`config.mk`:
```
export PLATFORM = sky130hd
export DESIGN_NAME = ble_uart_tx_arbiter_flat
export DESIGN_NICKNAME = d
export VERILOG_FILES = /design/src/rtl/ble_uart_tx_arbiter_if.sv /design/src/rtl/ble_uart_tx_arbiter.sv /design/src/flat_wrapper.sv
export SDC_FILE = /design/constraint.sdc
export NUM_CORES = 1
export LEC_CHECK = 0
export BUFFER_PORTS_ARGS = -buffer_cell sky130_fd_sc_hd__buf_2
export CAP_MARGIN = 15
export CORE_UTILIZATION = 45
export CTS_BUF_LIST = sky130_fd_sc_hd__clkbuf_4 sky130_fd_sc_hd__clkbuf_8
export DETAILED_ROUTE_END_ITERATION = 10
export GPL_TIMING_DRIVEN = 0
export PLACE_DENSITY = 0.84
export SLEW_MARGIN = 20
export SYNTH_ARGS = -nofsm -noshare
export SYNTH_HDL_FRONTEND = slang
export SYNTH_SLANG_ARGS = --single-unit
export TNS_END_PERCENT = 50
```
`constraint.sdc`:
```
create_clock -name clk_in -period 1.8 [get_ports clk_in]
set_clock_uncertainty 0.05 [all_clocks]
set_input_delay 0.18 -clock clk_in [delete_from_list [all_inputs] [get_ports clk_in]]
set_output_delay 0.18 -clock clk_in [all_outputs]
set_load 0.005 [all_outputs]
```
`src/rtl/ble_uart_tx_arbiter_if.sv`:
```
// Bus bundle between the requesters/transmitter side (master) and the packet arbiter (slave).
// Handshake: a byte moves on req_data_in/req_last_in in any cycle where req_valid_in[i] && req_ready_out[i] at clk_in rising edge; valid must not depend on ready.
interface ble_uart_tx_arbiter_if #(
    parameter int NUM_REQ = 4
);
    localparam int GW = (NUM_REQ > 1) ? $clog2(NUM_REQ) : 1;

    logic [8*NUM_REQ-1:0] req_data_in;
    logic [NUM_REQ-1:0]   req_valid_in;
    logic [NUM_REQ-1:0]   req_last_in;
    logic [NUM_REQ-1:0]   req_ready_out;
    logic [7:0]           tx_data_out;
    logic                 tx_enable_out;
    logic                 tx_busy_in;
    logic                 tx_done_in;
    logic [GW-1:0]        grant_out;
    logic                 grant_valid_out;
    logic                 timeout_out;
    logic [1:0]           state_dbg;
    logic [GW-1:0]        rr_ptr_dbg;

    modport master (
        output req_data_in, req_valid_in, req_last_in, tx_busy_in, tx_done_in,
        input  req_ready_out, tx_data_out, tx_enable_out, grant_out, grant_valid_out,
               timeout_out, state_dbg, rr_ptr_dbg
    );

    modport slave (
        input  req_data_in, req_valid_in, req_last_in, tx_busy_in, tx_done_in,
        output req_ready_out, tx_data_out, tx_enable_out, grant_out, grant_valid_out,
               timeout_out, state_dbg, rr_ptr_dbg
    );
endinterface

```
`src/rtl/ble_uart_tx_arbiter.sv`:
```
// Round-robin packet arbiter feeding one ble_uart_tx; a grant is held for a whole packet
// and released on the last byte's done or after LOCK_TIMEOUT idle cycles in LOAD.
module ble_uart_tx_arbiter #(
    parameter  int NUM_REQ      = 4,
    parameter  int LOCK_TIMEOUT = 1024,
    localparam int TW           = $clog2(LOCK_TIMEOUT + 1)
) (
    input logic                clk_in,
    input logic                rst_in,
    ble_uart_tx_arbiter_if.slave bus
);
    localparam int GW = (NUM_REQ > 1) ? $clog2(NUM_REQ) : 1;

    typedef enum logic [1:0] {S_ARB, S_LOAD, S_SEND, S_WAIT} state_t;

    state_t        state;
    logic [GW-1:0] grant;
    logic [GW-1:0] rr_ptr;
    logic [GW-1:0] pick;
    logic          pick_ok;
    logic [TW-1:0] tmo_cnt;
    logic          last_q;
    logic          grant_valid;
    logic          tx_enable;
    logic [7:0]    tx_data;
    logic          timeout;

    // Index a + b modulo NUM_REQ, valid for 0 <= b < NUM_REQ.
    function automatic logic [GW-1:0] wrap_add(input logic [GW-1:0] a, input int b);
        int s;
        s = int'(a) + b;
        if (s >= NUM_REQ) s = s - NUM_REQ;
        return GW'(s);
    endfunction

    // Scan from the far end so the offset closest to rr_ptr wins.
    always_comb begin
        pick    = '0;
        pick_ok = 1'b0;
        for (int k = NUM_REQ - 1; k >= 0; k--) begin
            if (bus.req_valid_in[wrap_add(rr_ptr, k)]) begin
                pick    = wrap_add(rr_ptr, k);
                pick_ok = 1'b1;
            end
        end
    end

    always_comb begin
        bus.req_ready_out = '0;
        if (state == S_LOAD) bus.req_ready_out[grant] = bus.req_valid_in[grant];
    end

    always_ff @(posedge clk_in) begin
        if (rst_in) begin
            state       <= S_ARB;
            rr_ptr      <= '0;
            grant       <= '0;
            grant_valid <= 1'b0;
            tx_enable   <= 1'b0;
            tx_data     <= 8'h00;
            timeout     <= 1'b0;
            tmo_cnt     <= '0;
            last_q      <= 1'b0;
        end else begin
            timeout <= 1'b0;
            case (state)
                S_ARB: begin
                    if (pick_ok) begin
                        grant       <= pick;
                        grant_valid <= 1'b1;
                        tmo_cnt     <= '0;
                        state       <= S_LOAD;
                    end
                end
                S_LOAD: begin
                    if (bus.req_valid_in[grant]) begin
                        tx_data   <= bus.req_data_in[{grant, 3'b000} +: 8];
                        last_q    <= bus.req_last_in[grant];
                        tmo_cnt   <= '0;
                        tx_enable <= 1'b1;
                        state     <= S_SEND;
                    end else if (tmo_cnt == TW'(LOCK_TIMEOUT - 1)) begin
                        timeout     <= 1'b1;
                        grant_valid <= 1'b0;
                        rr_ptr      <= wrap_add(grant, 1);
                        state       <= S_ARB;
                    end else begin
                        tmo_cnt <= tmo_cnt + TW'(1);
                    end
                end
                S_SEND: begin
                    // Enable stays up until the transmitter actually reports busy.
                    if (bus.tx_busy_in) begin
                        tx_enable <= 1'b0;
                        state     <= S_WAIT;
                    end
                end
                S_WAIT: begin
                    if (bus.tx_done_in) begin
                        if (last_q) begin
                            rr_ptr      <= wrap_add(grant, 1);
                            grant_valid <= 1'b0;
                            state       <= S_ARB;
                        end else begin
                            tmo_cnt <= '0;
                            state   <= S_LOAD;
                        end
                    end
                end
                default: state <= S_ARB;
            endcase
        end
    end

    assign bus.tx_data_out     = tx_data;
    assign bus.tx_enable_out   = tx_enable;
    assign bus.grant_out       = grant;
    assign bus.grant_valid_out = grant_valid;
    assign bus.timeout_out     = timeout;
    assign bus.state_dbg       = state;
    assign bus.rr_ptr_dbg      = rr_ptr;
endmodule
```
`src/flat_wrapper.sv`:
```
// flat-port wrapper written by rule: the top's interface ports become plain ports
module ble_uart_tx_arbiter_flat 
#(
    parameter  int NUM_REQ      = 4,
    parameter  int LOCK_TIMEOUT = 1024,
    localparam int TW           = $clog2(LOCK_TIMEOUT + 1)
)
  (clk_in, rst_in, bus_req_data_in, bus_req_valid_in, bus_req_last_in, bus_tx_busy_in, bus_tx_done_in, bus_req_ready_out, bus_tx_data_out, bus_tx_enable_out, bus_grant_out, bus_grant_valid_out, bus_timeout_out, bus_state_dbg, bus_rr_ptr_dbg);
  ble_uart_tx_arbiter_if #(.NUM_REQ(NUM_REQ)) bus_i ();
  input logic clk_in;
  input logic rst_in;
  input wire logic [$bits(bus_i.req_data_in)-1:0] bus_req_data_in;
  input wire logic [$bits(bus_i.req_valid_in)-1:0] bus_req_valid_in;
  input wire logic [$bits(bus_i.req_last_in)-1:0] bus_req_last_in;
  input wire logic [$bits(bus_i.tx_busy_in)-1:0] bus_tx_busy_in;
  input wire logic [$bits(bus_i.tx_done_in)-1:0] bus_tx_done_in;
  output wire logic [$bits(bus_i.req_ready_out)-1:0] bus_req_ready_out;
  output wire logic [$bits(bus_i.tx_data_out)-1:0] bus_tx_data_out;
  output wire logic [$bits(bus_i.tx_enable_out)-1:0] bus_tx_enable_out;
  output wire logic [$bits(bus_i.grant_out)-1:0] bus_grant_out;
  output wire logic [$bits(bus_i.grant_valid_out)-1:0] bus_grant_valid_out;
  output wire logic [$bits(bus_i.timeout_out)-1:0] bus_timeout_out;
  output wire logic [$bits(bus_i.state_dbg)-1:0] bus_state_dbg;
  output wire logic [$bits(bus_i.rr_ptr_dbg)-1:0] bus_rr_ptr_dbg;
  assign bus_i.req_data_in = bus_req_data_in;
  assign bus_i.req_valid_in = bus_req_valid_in;
  assign bus_i.req_last_in = bus_req_last_in;
  assign bus_i.tx_busy_in = bus_tx_busy_in;
  assign bus_i.tx_done_in = bus_tx_done_in;
  assign bus_req_ready_out = bus_i.req_ready_out;
  assign bus_tx_data_out = bus_i.tx_data_out;
  assign bus_tx_enable_out = bus_i.tx_enable_out;
  assign bus_grant_out = bus_i.grant_out;
  assign bus_grant_valid_out = bus_i.grant_valid_out;
  assign bus_timeout_out = bus_i.timeout_out;
  assign bus_state_dbg = bus_i.state_dbg;
  assign bus_rr_ptr_dbg = bus_i.rr_ptr_dbg;
  ble_uart_tx_arbiter #(.NUM_REQ(NUM_REQ), .LOCK_TIMEOUT(LOCK_TIMEOUT)) u_core (.clk_in(clk_in), .rst_in(rst_in), .bus(bus_i));
endmodule
```
* Word-level counts from Yosys, hierarchy flattened
Index checks and enable logic that the tools add are counted.
Word-level totals: register bits 29, bits of input ports 44, word-level logic and storage cells 116
Operators by class: $add $sub $neg 10, order comparisons 11, eq/ne operators 14, shift operators 1, muxes and demuxes 56, bitwise gates (word level) 2, reduce and logical (&&, ||, !) cells 13
Operators with widths (number):
- 11-bit 2-to-1 mux | 5
- 2-bit 2-to-1 mux | 18
- 11-bit one-hot mux with 3 select lines | 1
- 32-bit by 6-bit indexed part select with 8-bit output | 1
- 1-bit 2-to-1 mux | 20
- 2-bit by 3-bit < comparator with 1-bit output (second input constant) | 5
- 1-bit binary-select mux with 2-bit select | 6
- 3-bit >= comparator (second input constant) | 4
- 2-bit inequality test (second input constant) | 6
- 11-bit by 1-bit adder with 11-bit output (second input constant) | 1
- 11-bit by 10-bit equality test with 1-bit output (second input constant) | 1
- 5-bit AND reduction | 2
- 2-bit by 1-bit subtractor with 2-bit output (second input constant) | 5
- 2-bit one-hot mux with 4 select lines | 1
- 2-bit by 1-bit adder with 3-bit output (second input constant) | 2
- 2-bit by 2-bit adder with 3-bit output (second input constant) | 2
- 3-bit inequality test (second input constant) | 2
- 6-bit AND reduction | 1
- 4-bit AND | 1
- 2-bit equality test (second input constant) | 2
- 4-bit 2-to-1 mux | 1
- 2-bit by 1-bit inequality test with 1-bit output (second input constant) | 2
- 2-bit one-hot mux with 2 select lines | 1
- 2-bit AND reduction | 2
- other kinds (14) | 15

* Depth between registers and ports, before layout
depth after elaboration 11, gate-level depth with buffers 7, depth with buffers taken out 5

* Worst setup path after synthesis
Ideal clock, no wire load.
path kind reg-to-output, start point register u_core.grant[0], in the netlist u_core.bus.grant_out[0], end point output port bus_req_ready_out[0], arrival 1.629 ns, setup slack -0.059 ns, cell stages (with the launch flop) 7, path buffers 3, path through dfxtp_1 > buf_6 > mux4_2 > and3_4 > buf_6 > buf_8 > and2_1
On the way: cells in the longest elaborated chain, start to end 6, elaborated cells on any way between the ends 9
RTL lines:
- start, declared | RTL line ble_uart_tx_arbiter.sv:17 | logic [GW-1:0] grant;
- start signal, assigned | RTL line ble_uart_tx_arbiter.sv:69 | grant <= pick;
- 2-bit by 3-bit < comparator with 1-bit output (not written as such) / 2-bit by 1-bit >= comparator with 1-bit output (equally long branches) | RTL line ble_uart_tx_arbiter.sv:50 | if (state == S_LOAD) bus.req_ready_out[grant] = bus.req_valid_in[grant];
- 1-bit logical AND (not written as such) | RTL line ble_uart_tx_arbiter.sv:50
- 1-bit 2-to-1 mux (not written as such) | RTL line ble_uart_tx_arbiter.sv:50
- 1-bit demux with 2-bit select
- 4-bit AND (no source line) (*)
- 4-bit 2-to-1 mux (*) | RTL line ble_uart_tx_arbiter.sv:50
- end, declared | RTL line flat_wrapper.sv:17 | output wire logic [$bits(bus_i.req_ready_out)-1:0] bus_req_ready_out;
Mark *: on every way between the ends. The rest lies on a longest branch, timed or not. The select of a mux whose other input is x is not followed.

* Worst setup path in the final report
start point register u_core.grant[0], in the netlist u_core.bus.grant_out[0], end point output port bus_req_ready_out[1]
The elaborated chain is that of the path after synthesis.

==> impl_metrics.yaml <==
run_status:
  outcome: "finished with violations"
  failed_checks: "negative setup slack"
power:
  powerDensity_mw_per_mm2: 955
  total_power_mw: 2.42
  intPower_mw: 1.58
  clkPwrFrac: 0.231
  leakagePower_nw: 1.08
  swShare: 0.346
  pwr-share-seq: 0.324
  irDropWorstVdd_mv: 0.548
  p_switching_uw: 838
  combPwrFrac: 0.446
global_route:
  antenna_found_initial: 0
  grt_pass1_vias: 1889
  grt_use_total: 0.259
  grt_max_degree: 11
  overflow: 0
  grt_pass1_wl_mm: 8.46
sta:
  hold_viol: 0
  fin_ws_ns: -0.142
  worstMarginPinSlew_ns: 0.553
  timing.hold.ws_ns: 0.193
  layout_min_cycle_time_ns: 1.94
  slew_headroom: 0.629
  rsz0062_at_grt: "true"
  fin_crit_sh: 1.08
  slew_viol_final: 0
  fmax_mhz: 515
  setup_viol: 23
yosys:
  yosys_register_bits: 29
  yosysSeqAreaShare: 0.312
  syn_nets: 247
  syn_area_per_cell_sq_um: 9.39
  syn-cell-area_sq_mm: 0.00186
  synth_cell_types: 55
  synth_edf_count: 0
  synthArstFlopShare: 0
  ys.flop_type: "dfxtp_1"
  yosys_warnings: 0
  syn-instance-count: 198
die:
  top_level_ports: 65
  initial_core_util: 0.468
  die_h_microns: 66.3
  die_w_microns: 66.3
  coreArea_sq_mm: 0.00397
  die-area_sq_mm: 0.00439
  rows: 23
min_path:
  hp-class: "in -> reg"
  hp-start: "bus_tx_done_in"
detailed_routing:
  postRouteAntennaNets: 0
  post_drt_wl_per_cell_microns: 16.4
  drc: 0
  dr.pass1.iters: 4
  wirelength_mm: 5.33
  vias_per_cell: 5.80
  drtIter0Drc: 117
  vias: 1885
clock_network:
  tritoncts: "yes"
  cts.clk_slew.worst_paths_ns: 0.06
  cts.sinks: 29
  clockBufferDepth: 2
  root_buffer: "clkbuf_8"
  cts_made_buffers: 5
  h-tree-depth: 2
  clock_latency_ns: 0.29
worst_setup_path:
  critPathKind: "reg -> out"
  cp-start-kind: "register"
  cp_max_fo: 5
  cp.required_ns: 1.57
  startpoint: "u_core.bus.grant_out[0]"
  arrival_ns: 1.71
  r2r-start: "u_core.bus.grant_out[0]"
  endpoint_kind: "output pin"
job:
  maxCapViolations: 0
place:
  dp_slack_ns: -0.259
  dp_hpwl_mm: 3.55
  gp_congestion: 0.845
  portBuffers: 63
layout:
  nNetsFinal: 324
  layout_common_cells: "60 x buf_2, 25 x dfxtp_1, 15 x nor2_1, 14 x a21oi_1, 14 x nand2_1"
  antennaDiodeCount: 0
  mostFrequentLayoutCell: "buf_2"
  drive_gt1_frac: 0.440
  area_delta_synth_final_pct: 36.2
-- power groups by stage --
stage / combinational (mW) / clock, mW / sequential (mW)
final: 1.08 / 0.558 / 0.783
after global placement: 0.864 / 0 / 0.788
after global routing: 1.16 / 0.608 / 0.793
after CTS: 0.987 / 0.571 / 0.778
after detailed placement: 0.889 / 0 / 0.791
after floorplan: 0.629 / 0 / 0.790
-- metal layers --
metal	wire length [microns]	GRT usage	vias to the layer above	share of wire
li1	-	-	904	-
met1	2180	0.302	879	0.41
met2	2650	0.425	87	0.50
met3	347	0.0828	15	0.065
met4	151	0.125	0	0.028
met5	0	0	-	0
-- through the flow --
step | std cells | setup TNS, ns | utilization | cell area (sq um)
final | 325 | -1.36 | 0.638 | 2530
after global routing | 325 | -2.93 | 0.638 | 2530
after CTS | 324 | -2.39 | 0.619 | 2460
after detailed placement | 311 | -1.64 | 0.564 | 2240
after global placement | 311 | -1.08 | 0.564 | 2240
after floorplan | 198 | 0 | - | 1860
-- timing repair --
item | in CTS | in global routing
setup endpoints to repair | 16 | 27
pin swaps | 5 | 3
hold buffers | 0 | 0
resized for setup | 22 | 18
setup buffers | 7 | 1
gates cloned | 0 | 1
-- layout make-up --
type / instances / area (sq um)
repair buffers: 72 / 423
multi-input cells: 146 / 1250
plain buffers: 12 / 82.6
inverters: 9 / 33.8
clock buffers: 7 / 90.1
well taps: 50 / 62.6
flip-flops and latches: 29 / 588
fillers: 307 / 1440
-- cell families (layout without fill, tap and decap cells) --
logic type      count (synthesis)  after routing  synth area share
simple gates                   72             72             0.215
compound gates                 45             45             0.174
fa+ha+maj                       5              5            0.0336
flops                          29             29             0.312
mux                            24             24             0.201
buf+inv                        23            100            0.0646
-- worst paths after layout --
path / slack (ns) / cells after the start / end
worst max register to register: -0.10 / 6 / u_core.tmo_cnt[5]
worst max-delay path: -0.14 / 5 / bus_req_ready_out[1]
worst min-delay path: 0.19 / 4 / register
worst min register to register: 0.44 / 2 / u_core.bus.tx_data_out[3]
-- registers in the layout, summed over array words and instances (netlist names), named ones only --
name	cells
u_core.bus.grant_out	2
u_core.bus.tx_enable_out	1
u_core.bus.state_dbg	1
u_core.last_q	1
u_core.bus.rr_ptr_dbg	2
u_core.bus.grant_valid_out	1
u_core.bus.tx_data_out	8
u_core.bus.timeout_out	1
u_core.tmo_cnt	11
-- cell usage after synthesis, types with 3 or more instances --
| cell | number | area share |
|---|---|---|
| dfxtp_1 | 29 | 0.31 |
| a21oi_1 | 15 | 0.040 |
| nor2_1 | 15 | 0.030 |
| nand2_1 | 14 | 0.028 |
| mux2i_1 | 11 | 0.059 |
| mux4_2 | 9 | 0.11 |
| inv_1 | 8 | 0.016 |
| nand3_1 | 8 | 0.022 |
| and3_1 | 6 | 0.020 |
| and2_1 | 5 | 0.017 |
| clkbuf_1 | 5 | 0.010 |
| ha_1 | 5 | 0.034 |
| nor3_1 | 5 | 0.013 |
| o21ai_0 | 4 | 0.011 |
| a31oi_1 | 3 | 0.010 |
| a41oi_1 | 3 | 0.014 |
| buf_2 | 3 | 0.0081 |
| nand3b_1 | 3 | 0.012 |
| or3b_1 | 3 | 0.014 |
-- critical path, stage by stage, from the launching register on --
cell	delay, ns
dfxtp_4	0.36
mux4_2	0.52
and3_4	0.18
buf_8	0.12
and2_4	0.13
buf_6	0.11
Note: power is estimated with default switching activity, not from simulation.
